--- config.mk ---
export PLATFORM = sky130hd
export DESIGN_NAME = trap_unit
export DESIGN_NICKNAME = d
export VERILOG_FILES = /design/src/rtl/trap_pkg.sv /design/src/rtl/trap_compare.sv /design/src/rtl/trap_unit.sv
export SDC_FILE = /design/constraint.sdc
export NUM_CORES = 1
export LEC_CHECK = 0
export BUFFER_PORTS_ARGS = -buffer_cell sky130_fd_sc_hd__buf_2
export CAP_MARGIN = 20
export CORE_UTILIZATION = 46
export DETAILED_ROUTE_END_ITERATION = 6
export PLACE_DENSITY = 0.77
export SLEW_MARGIN = 20
export SYNTH_ARGS = -nofsm -noshare
export SYNTH_HDL_FRONTEND = slang
export SYNTH_HIERARCHICAL = 1
export SYNTH_SLANG_ARGS = --single-unit
--- constraint.sdc ---
create_clock -name clock -period 2.49 [get_ports clock]
set_input_delay 0.1245 -clock clock [delete_from_list [all_inputs] [get_ports clock]]
set_output_delay 0.1245 -clock clock [all_outputs]
set_load 0.1 [all_outputs]
--- src/rtl/trap_pkg.sv ---
// Shared types and constants for the MIPS32 trap unit.
// Condition codes and FSM state encoding.
package trap_pkg;

    localparam logic [2:0] TR_EQ  = 3'b000;
    localparam logic [2:0] TR_NE  = 3'b001;
    localparam logic [2:0] TR_GE  = 3'b010;
    localparam logic [2:0] TR_GEU = 3'b011;
    localparam logic [2:0] TR_LT  = 3'b100;
    localparam logic [2:0] TR_LTU = 3'b101;

    typedef enum logic {
        ST_IDLE = 1'b0,
        ST_PEND = 1'b1
    } trap_state_e;

endpackage

--- src/rtl/trap_compare.sv ---
// Combinational evaluation of the six MIPS trap conditions.
// Codes 110 and 111 never evaluate true.
module trap_compare
    import trap_pkg::*;
#(
    parameter int WIDTH = 32
) (
    input  logic [2:0]       cond,
    input  logic [WIDTH-1:0] a,
    input  logic [WIDTH-1:0] b,
    output logic             cond_true
);

    logic [WIDTH-1:0] a_s;
    logic [WIDTH-1:0] b_s;
    logic             eq;
    logic             lt_u;
    logic             lt_s;

    // Flipping the sign bit maps two's complement order onto unsigned order.
    assign a_s  = {~a[WIDTH-1], a[WIDTH-2:0]};
    assign b_s  = {~b[WIDTH-1], b[WIDTH-2:0]};
    assign eq   = (a == b);
    assign lt_u = (a < b);
    assign lt_s = (a_s < b_s);

    always_comb begin
        cond_true = 1'b0;
        unique case (1'b1)
            (cond == TR_EQ):  cond_true = eq;
            (cond == TR_NE):  cond_true = ~eq;
            (cond == TR_GE):  cond_true = ~lt_s;
            (cond == TR_GEU): cond_true = ~lt_u;
            (cond == TR_LT):  cond_true = lt_s;
            (cond == TR_LTU): cond_true = lt_u;
            default:          cond_true = 1'b0;
        endcase
    end

endmodule

--- src/rtl/trap_unit.sv ---
// Trap exception unit: detects EX-stage traps and holds a
// req/ack request to CP0 with faulting PC, condition and count.
module trap_unit
    import trap_pkg::*;
#(
    parameter int WIDTH     = 32,
    parameter int PC_WIDTH  = 32,
    parameter int CNT_WIDTH = 16
) (
    input  logic                 clock,
    input  logic                 reset_n,
    input  logic                 ex_valid,
    input  logic                 ex_trap,
    input  logic [2:0]           ex_cond,
    input  logic [WIDTH-1:0]     ex_a,
    input  logic [WIDTH-1:0]     ex_b,
    input  logic [PC_WIDTH-1:0]  ex_pc,
    input  logic                 ex_stall,
    input  logic                 ex_flush,
    input  logic                 m_flush,
    input  logic                 trap_ack,
    output logic                 exc_tr_ex,
    output logic                 trap_req,
    output logic                 trap_busy,
    output logic [PC_WIDTH-1:0]  trap_pc,
    output logic [2:0]           trap_cond,
    output logic [CNT_WIDTH-1:0] trap_count
);

    trap_state_e          state_q, state_d;
    logic [PC_WIDTH-1:0]  pc_q, pc_d;
    logic [2:0]           cond_q, cond_d;
    logic [CNT_WIDTH-1:0] cnt_q, cnt_d;
    logic                 cond_true;

    trap_compare #(.WIDTH(WIDTH)) u_cmp (
        .cond      (ex_cond),
        .a         (ex_a),
        .b         (ex_b),
        .cond_true (cond_true)
    );

    assign exc_tr_ex = ex_valid & ex_trap & cond_true;

    always_comb begin
        state_d = state_q;
        pc_d    = pc_q;
        cond_d  = cond_q;
        cnt_d   = cnt_q;
        unique case (state_q)
            ST_IDLE: begin
                if (exc_tr_ex & ~ex_stall & ~ex_flush & ~m_flush) begin
                    state_d = ST_PEND;
                    pc_d    = ex_pc;
                    cond_d  = ex_cond;
                end
            end
            ST_PEND: begin
                // An older exception supersedes the trap, even if acked.
                if (m_flush) begin
                    state_d = ST_IDLE;
                end else if (trap_ack) begin
                    state_d = ST_IDLE;
                    if (cnt_q != '1) cnt_d = cnt_q + 1'b1;
                end
            end
            default: state_d = ST_IDLE;
        endcase
    end

    always_ff @(posedge clock or negedge reset_n) begin
        if (!reset_n) begin
            state_q <= ST_IDLE;
            pc_q    <= '0;
            cond_q  <= '0;
            cnt_q   <= '0;
        end else begin
            state_q <= state_d;
            pc_q    <= pc_d;
            cond_q  <= cond_d;
            cnt_q   <= cnt_d;
        end
    end

    assign trap_req   = (state_q == ST_PEND);
    assign trap_busy  = (state_q == ST_PEND);
    assign trap_pc    = pc_q;
    assign trap_cond  = cond_q;
    assign trap_count = cnt_q;

endmodule

Yosys cells after proc, flatten, opt, wreduce, memory -nomap -nowiden

Index checks and enable logic that the tools add are counted.

Output and inout bits: 54
Word-level logic and storage cells: 36
Register bits after elaboration: 52

Eq/ne operators: 7
Reductions and logical operators: 3
Add/subtract/negate cells: 1
Bitwise logic cells: 14
Magnitude comparators: 2
Muxes and demuxes: 5

Operators with widths:

| kind                    | number |
|---|---|
| $lt A32 B32 Y1          | 2 |
| $eq A32 B32 Y1          | 1 |
| $add A16 B1 Y16 const B | 1 |
| $ne A16 B16 Y1 const B  | 1 |
| $not A1 Y1              | 9 |
| $eq A3 B2 Y1 const B    | 2 |
| $eq A3 B3 Y1 const B    | 2 |
| $pmux W1 S6             | 1 |
| $and A1 B1 Y1           | 5 |
| $reduce_and A4 Y1       | 1 |
| $eq A3 B1 Y1 const B    | 1 |
| $logic_not A3 Y1        | 1 |
| $mux W1                 | 3 |
| $pmux W1 S2             | 1 |
| $reduce_and A2 Y1       | 1 |

Logic depth before layout (Yosys ltp)

Gate-level depths: netlist (run 1).

Depth in word-level cells: 10
Mapped depth: 12
Mapped depth without buffers: 11

Modules after synthesis

Netlist (run 1), hierarchy kept.

Modules (own cells, without submodules):

| module       | instances | area each (µm²) | cells an instance | sequential area each (µm²) |
|---|---|---|---|---|
| trap_unit    | 1         | 2208.4          | 152               | 1301.2 |
| trap_compare | 1         | 858.3           | 121               | 0.0 |

Worst setup path after synthesis (run 1)

No wires, ideal clock.

Path kind: input-to-reg
Start point: input ex_b[14]
End point: register cond_q[2] (netlist: trap_cond[2])
Slack: -933 ps
Stages: 12
Data arrival time: 3298 ps
Setup time: 126 ps
Path through: inv_1 > ha_1 > a21oi_1 > nand2_1 > a221o_1 > a211o_1 > a31oi_1 > mux2i_1 > and3_1 > nand2_1 > buf_2 > mux2_2

Cells in the longest elaborated chain, start to end: 8
Elaborated cells between the ends (all ways): 12
Classes of those cells: 2 x order compare; 1 x eq/ne; 1 x mux; 7 x bitwise; 1 x reduce/logical

Ends and longest elaborated chain:

| item                                   | RTL line                                                   | RTL |
|---|---|---|
| start: declaration                     | trap_unit.sv:16                                            | `input logic [WIDTH-1:0] ex_b,` |
| $lt A32 B32 Y1 (tied with other cells) | trap_compare.sv:24                                         | `assign lt_u = (a < b);` |
| $not A1 Y1 (on tied branches)          | trap_compare.sv:33, trap_compare.sv:31, trap_compare.sv:32 |  |
| $pmux W1 S6 *                          | trap_compare.sv:29                                         | `unique case (1'b1)` |
| net cond_true                          | trap_unit.sv:34                                            | `logic cond_true;` |
| $and A1 B1 Y1 *                        | trap_unit.sv:43                                            | `assign exc_tr_ex = ex_valid & ex_trap & cond_true;` |
| net exc_tr_ex                          | trap_unit.sv:22                                            | `output logic exc_tr_ex,` |
| $and A1 B1 Y1 * (3 in series)          | trap_unit.sv:52                                            | `if (exc_tr_ex & ~ex_stall & ~ex_flush & ~m_flush) begin` |
| $reduce_and A2 Y1 (no line) *          | -                                                          |  |
| end signal: assignment                 | trap_unit.sv:80                                            | `cond_q <= cond_d;` |
| end: declaration                       | trap_unit.sv:32                                            | `logic [2:0] cond_q, cond_d;` |

The timed path passes the listed nets; every way through them passes the cells marked *.
A chain may end at the register's enable or synchronous reset.

Worst setup path after layout (run 1)

Start point: input ex_b[15]
End point: output exc_tr_ex

Cells in the longest elaborated chain, start to end: 4
Elaborated cells between the ends (all ways): 8
Classes of those cells: 2 x order compare; 1 x eq/ne; 1 x mux; 4 x bitwise

Ends and longest elaborated chain:

| item                                   | RTL line |
|---|---|
| $lt A32 B32 Y1 (tied with other cells) | trap_compare.sv:24 |
| $not A1 Y1 (on tied branches)          | trap_compare.sv:33, trap_compare.sv:31, trap_compare.sv:32 |
| $pmux W1 S6 *                          | trap_compare.sv:29 |
| net cond_true                          | trap_unit.sv:34 |
| $and A1 B1 Y1 *                        | trap_unit.sv:43 |
| end: declaration                       | trap_unit.sv:22 |

Marks and branches as above.

==> qor.csv, run 1 <==
metric;value;unit
worstPathArrival;2.22;ns
drcViolationCount;0;
status;complete, no violations;
layout_common_cells;buf_2 (159), dfrtp_1 (52), mux2_2 (34), inv_1 (26), ha_1 (24);
synthMuxAreaShare;13.7;%
cts_setup_buffers;0;
crit_fanout;3;
port_buffers;160;
synth_top_family_by_area;adder cells;
fp-row-count;29;
ys_seq_area_share;42.4;%
post_drt_wl_per_cell;13.4;um
ctsLongestPathBuffers;2;
crit_path_end_kind;output port;
synth_xor_area_share;4.28;%
synth_cell_types;43;
pwr_density_cell;722;nW/um2
ys_async_sr_fraction;100;%
worstPathRequired;2.37;ns
synthTopCellsByArea;dfrtp_1 (42%), ha_1 (14%), mux2_2 (13%);
peakVddDrop;0.691;mV
initial_core_util;48.0;%
cts_tree;yes;
max_freq;426;MHz
setup_viol;0;
hp-start;ex_pc[25];
ys.flop_type;dfrtp_1;
maxCapViolCount;0;
antenna_left;0;
dpl.hpwl;5.80;mm
drive_gt1_share;55.9;%
tns;0;ns
grt_pass1_vias;2692;
ys_seq_elements;52;
place.gp.congestion;0.804;
root_buffer;clkbuf_8;
grt_use_total;20.6;%
grt-ovfl-total;0;
clock-sinks;52;
drt_iter0_drc;82;
first_pass_iters;4;
crit_path_top_delay_cell;a221o_1;
min_period_over_period;94.3;%
die_y;83.7;um
synth_edf_count;0;
whs;0.0424;ns
drv_slew;0;
cpPeakStageDelay;0.32;ns
numCtsBuffers;5;
syn_inst;273;
clk_pin_slew;0.10;ns
area_delta_synth_final;40.7;%
grt_first_pass_wirelength;11.7;mm
synthAdderAreaFrac;13.9;%
syn-num-nets;414;
cp-start-kind;input pin;
routed_wirelength;6.97;mm
fin_cells;521;
synth_area_per_cell;11.2;um2
nets;584;
placed_cells;512;
r2r_start;trap_count[0];
grt_max_degree;37;
core_area;6390;um2
synth_compound_area_share;7.79;%
hold_violations;0;
io_pins;161;
clk_latency;0.31;ns
slew_headroom;66.4;%
clock_skew;0.00936;ns
critPathLaunch;ex_b[15];
viasPerCell;5.12;
criticalPathCategory;input pin to output port;
dieArea;7000;um2
die_x;83.7;um
yosys.area_share.simple;12.2;%
ys_warn_count;6;
power.leakage;2.44;nW
yosys.area.top_type;dfrtp_1;
htree_num_levels;2;
fin_crit;2.35;ns
hold_class;input pin to flop;
routed-via-count;2666;
yosys.area.top_type_share;42.4;%
worstPathCellList;buf_2 -> inv_12 -> ha_4 -> nand4_1 -> nor2_1 -> a221o_1 -> a211o_1 -> a31oi_1 -> mux2i_1 -> and3_4 -> buf_4 -> buf_12;
worstMarginPinSlew;0.508;ns
grt_setup_unrepaired;no;
grt_antenna_before_repair;0;
synth_area;3070;um2
diodes;0;
final_common_cell;buf_2;
repair_timing:
| action | CTS | global route |
|---|---|---|
| setup endpoints to repair | 0 | 17 |
| gates resized for setup | 0 | 3 |
| hold buffers | 1 | 0 |
| endpoints found under the hold margin | 19 | 0 |
power breakdown:
group	internal, mW	switching, mW
Combinational	0.320	1.17
Sequential	0.968	0.0634
Clock	0.329	0.268
flip-flops by register name (all words and copies together), names as in the netlist:
signal,count
trap_cond,3
trap_busy,1
trap_count,16
trap_pc,32
through the flow:
stage	utilization [%]	total power [mW]	setup WS, ns	instance area, um2
after floorplan	-	2.22	-0.119	3260
after global placement	65.3	2.51	-0.133	4170
after detailed placement	65.3	2.54	-0.187	4170
after CTS	67.4	3.14	0.0582	4300
after global routing	67.6	3.25	0.0102	4320
final	67.6	3.12	0.141	4320
routing by layer:
metal  global-route usage [%]  wire [um]  share of wire [%]  vias to the layer above
met5                        0          0                  0                        -
met4                     6.47        132                1.9                        0
met3                     5.24        460                6.6                       14
met2                     36.4       3540                 51                       96
met1                     24.3       2840                 41                     1250
li1                         -          -                  -                     1306
critical path: cells and delay by family:
family          cells  cell delay [ns]
fa+ha+maj           1             0.23
mux                 1             0.21
compound gates      3             0.75
buf+inv             4             0.47
simple gates        3             0.42
worst paths after layout:
path,slack (ns),depth (start not counted),end
max,0.14,12,exc_tr_ex
min,0.04,2,trap_pc[25]
max reg2reg,0.78,5,trap_count[10]
min reg2reg,0.51,1,trap_pc[1]
max in group asynchronous,1.54,3,trap_pc[17]
min in group asynchronous,0.29,2,trap_pc[12]
cells in the mapped netlist, types with 2 or more instances:
master,n
dfrtp_1,52
inv_1,35
mux2_2,35
ha_1,34
nand2_1,15
a21oi_1,14
nand4_1,11
xor2_1,11
a21o_1,5
o21ai_0,5
nand3_1,4
xnor2_1,4
and3_1,3
and4_4,3
buf_2,3
nor2_1,3
nor3_1,3
nor4_1,3
a31oi_1,2
buf_6,2
nor4_2,2
nor4b_2,2
o21bai_1,2
area by class of cell:
cell class | instances | area (um2)
Inverter | 35 | 151
Clock inverter | 2 | 38.8
Timing Repair Buffer | 169 | 886
Multi-Input combinational cell | 180 | 1760
Tap cell | 77 | 96.3
Fill cell | 511 | 2070
Sequential cell | 52 | 1300
Clock buffer | 6 | 82.6
logic make-up (layout without fill, tap and decap cells):
family,Yosys count,in the layout
compound gates,35,35
buf+inv,41,212
xor+xnor,15,15
fa+ha+maj,34,34
simple gates,59,59
flops,52,52
mux,37,37
(Power assumes the default switching activity.)
==> inputs of run 2 (changes only) <==
--- a/config.mk
+++ b/config.mk
@@ -10,6 +10,7 @@
 export CORE_UTILIZATION = 46
 export DETAILED_ROUTE_END_ITERATION = 6
 export PLACE_DENSITY = 0.77
+export REMOVE_ABC_BUFFERS = 1
 export SLEW_MARGIN = 20
 export SYNTH_ARGS = -nofsm -noshare
 export SYNTH_HDL_FRONTEND = slang
==> run 2 against run 1 <==
Clock power shrank 20%. Count of clock-buffer cells in the layout is the same. Cell count up 0.77%. Worst setup slack got worse by 0.017 ns. Register-to-register slack improved by 0.03 ns. Sequential power is essentially flat. Critical path depth is the same. First-iteration DRC count shrank 39%. Non-clock buffer count rose by 4. Final area is 3.4% lower. Maximum frequency decreased by 0.74%.
==> qor.csv, run 2 (synthesis gave the netlist of run 1 again) <==
metric;value;unit;change
status;complete, no violations;;unchanged
hold_class;input pin to flop;;unchanged
fill_cells;541;;was 511
layout_common_cells;buf_2 (159), dfrtp_1 (52), mux2_2 (35), inv_1 (35), ha_1 (34);;was buf_2 (159), dfrtp_1 (52), mux2_2 (34), inv_1 (26), ha_1 (24)
r2r_cells;5;;unchanged
initial_core_util;48.0;%;unchanged
min_path_cells;2;;unchanged
worstPathArrival;2.24;ns;was 2.22 ns
clock-sinks;52;;unchanged
first_pass_iters;4;;unchanged
port_buffers;160;;unchanged
dieArea;7000;um2;unchanged
placed_area;4030;um2;was 4170 um2
hold_violations;0;;unchanged
numCtsBuffers;5;;unchanged
grtUsageMet3;2.97;%;was 5.24%
routed-via-count;2667;;was 2666
die_y;83.7;um;unchanged
critPathTopFamily;compound AO/OA/AOI/OAI gates;;unchanged
min_period_over_period;95.0;%;was 94.3%
hp-start;ex_pc[9];;was ex_pc[25]
pwr_density_cell;715;nW/um2;was 722 nW/um2
grt_antenna_before_repair;0;;unchanged
place.gp.congestion;0.790;;was 0.804
post_drt_wl_per_cell;14.3;um;was 13.4 um
cpPeakStageDelay;0.31;ns;was 0.32 ns
area_delta_synth_final;35.9;%;was 40.7%
power;2.98;mW;was 3.12 mW
routed_wirelength;7.49;mm;was 6.97 mm
criticalPathCategory;input pin to output port;;unchanged
grt_use_total;21.6;%;was 20.6%
cts_setup_buffers;0;;unchanged
die_x;83.7;um;unchanged
drt_iter0_drc;50;;was 82
fp-row-count;29;;unchanged
multi_input_area;1600;um2;was 1760 um2
worst-path-buf-inv;4;;unchanged
nets;588;;was 584
io_pins;161;;unchanged
htree_num_levels;2;;unchanged
drive_gt1_share;50.9;%;was 55.9%
clock_skew;0.00795;ns;was 0.00936 ns
peakVddDrop;0.657;mV;was 0.691 mV
root_buffer;clkbuf_8;;unchanged
fin_crit;2.37;ns;was 2.35 ns
critPathLaunch;ex_b[14];;was ex_b[15]
cp-start-kind;input pin;;unchanged
crit_path_end_kind;output port;;unchanged
drcViolationCount;0;;unchanged
grt_max_degree;37;;unchanged
crit_path_top_delay_cell;ha_1;;was a221o_1
regArea;1300;um2;unchanged
grt_use_met1;25.6;%;was 24.3%
largest_reg_flops;32;;unchanged
clk_pin_slew;0.09;ns;was 0.10 ns
max_freq;423;MHz;was 426 MHz
core_area;6390;um2;unchanged
viasPerCell;5.08;;was 5.12
use_met2;40.4;%;was 36.4%
drv_slew;0;;unchanged
top_usage_layer;met2;;unchanged
grt_first_pass_wirelength;12.3;mm;was 11.7 mm
whs;0.0418;ns;was 0.0424 ns
dpl.hpwl;5.88;mm;was 5.80 mm
cp_num_cells;12;;unchanged
antenna_left;0;;unchanged
cts_tree;yes;;unchanged
r2r_start;trap_count[0];;unchanged
worstPathCellList;buf_2 -> inv_1 -> ha_1 -> nand4_1 -> nor2_1 -> a221o_1 -> a211o_1 -> a31oi_1 -> mux2i_1 -> and3_1 -> buf_4 -> buf_12;;was buf_2 -> inv_12 -> ha_4 -> nand4_1 -> nor2_1 -> a221o_1 -> a211o_1 -> a31oi_1 -> mux2i_1 -> and3_4 -> buf_4 -> buf_12
stdcell_area;4170;um2;was 4320 um2
crit_fanout;3;;unchanged
diodes;0;;unchanged
power.leakage;2.46;nW;was 2.44 nW
grt_pass1_vias;2761;;was 2692
worstMarginPinSlew;0.490;ns;was 0.508 ns
grt-ovfl-total;0;;unchanged
slew_headroom;67.1;%;was 66.4%
final_common_cell;buf_2;;unchanged
setup_viol;0;;unchanged
worstPathRequired;2.37;ns;about the same
ctsLongestPathBuffers;2;;unchanged
maxCapViolCount;0;;unchanged
clk_latency;0.30;ns;was 0.31 ns
[run 2: worst paths after layout]
check / endpoint / slack, ns
setup / recovery: exc_tr_ex / 0.12
hold / removal: trap_pc[9] / 0.04
setup reg to reg: trap_count[10] / 0.81
hold reg to reg: trap_pc[21] / 0.51
max in group asynchronous: trap_pc[0] / 1.40
min in group asynchronous: trap_pc[16] / 0.31
[run 2: final cells by class]
class	count	share of cell area, %
timing repair buffer	173	22.7
clock buffer	6	1.74
sequential	52	31.2
tap	77	2.31
clock inverter	2	0.390
inverter	35	3.15
multi-input combinational	180	38.5
[run 2: metal layers]
metal  vias up  part of all wire, %
met5         -                    0
met4         0                 0.96
met3         6                  5.4
met2       101                   53
met1      1244                   40
li1       1316                    -
[run 2: where the power goes]
group / internal (mW) / total, mW / leakage [nW] / switching [mW]
Sequential: 0.968 / 1.03 / 0.692 / 0.0639
Combinational: 0.308 / 1.47 / 1.72 / 1.16
Clock: 0.200 / 0.480 / 0.0414 / 0.280
[run 2: repair_timing]
| item | 4_1_cts | 5_1_grt |
|---|---|---|
| gates resized for setup | 0 | 3 |
| hold endpoints to repair | 20 | 0 |
| hold buffers | 1 | 0 |
| endpoints found under the setup margin | 0 | 36 |
[run 2: worst reg2reg max path, cell delays in order, from the launching register on]
cell and delay, ns:
dfrtp_1 0.43, ha_1 0.22, and3_1 0.22, nand2_1 0.19, nor4_1 0.40, xor2_1 0.17
[run 2: metrics by stage]
step	cells	setup slack, ns	setup TNS, ns	utilization [%]
finish	525	0.124	0	65.3
global route	525	-0.0186	-0.138	65.3
global placement	515	-0.134	-4.62	63.1
detailed placement	515	-0.181	-5.92	63.1
CTS	524	0.137	0	64.6
floorplan	267	-1.42	-53.13	-
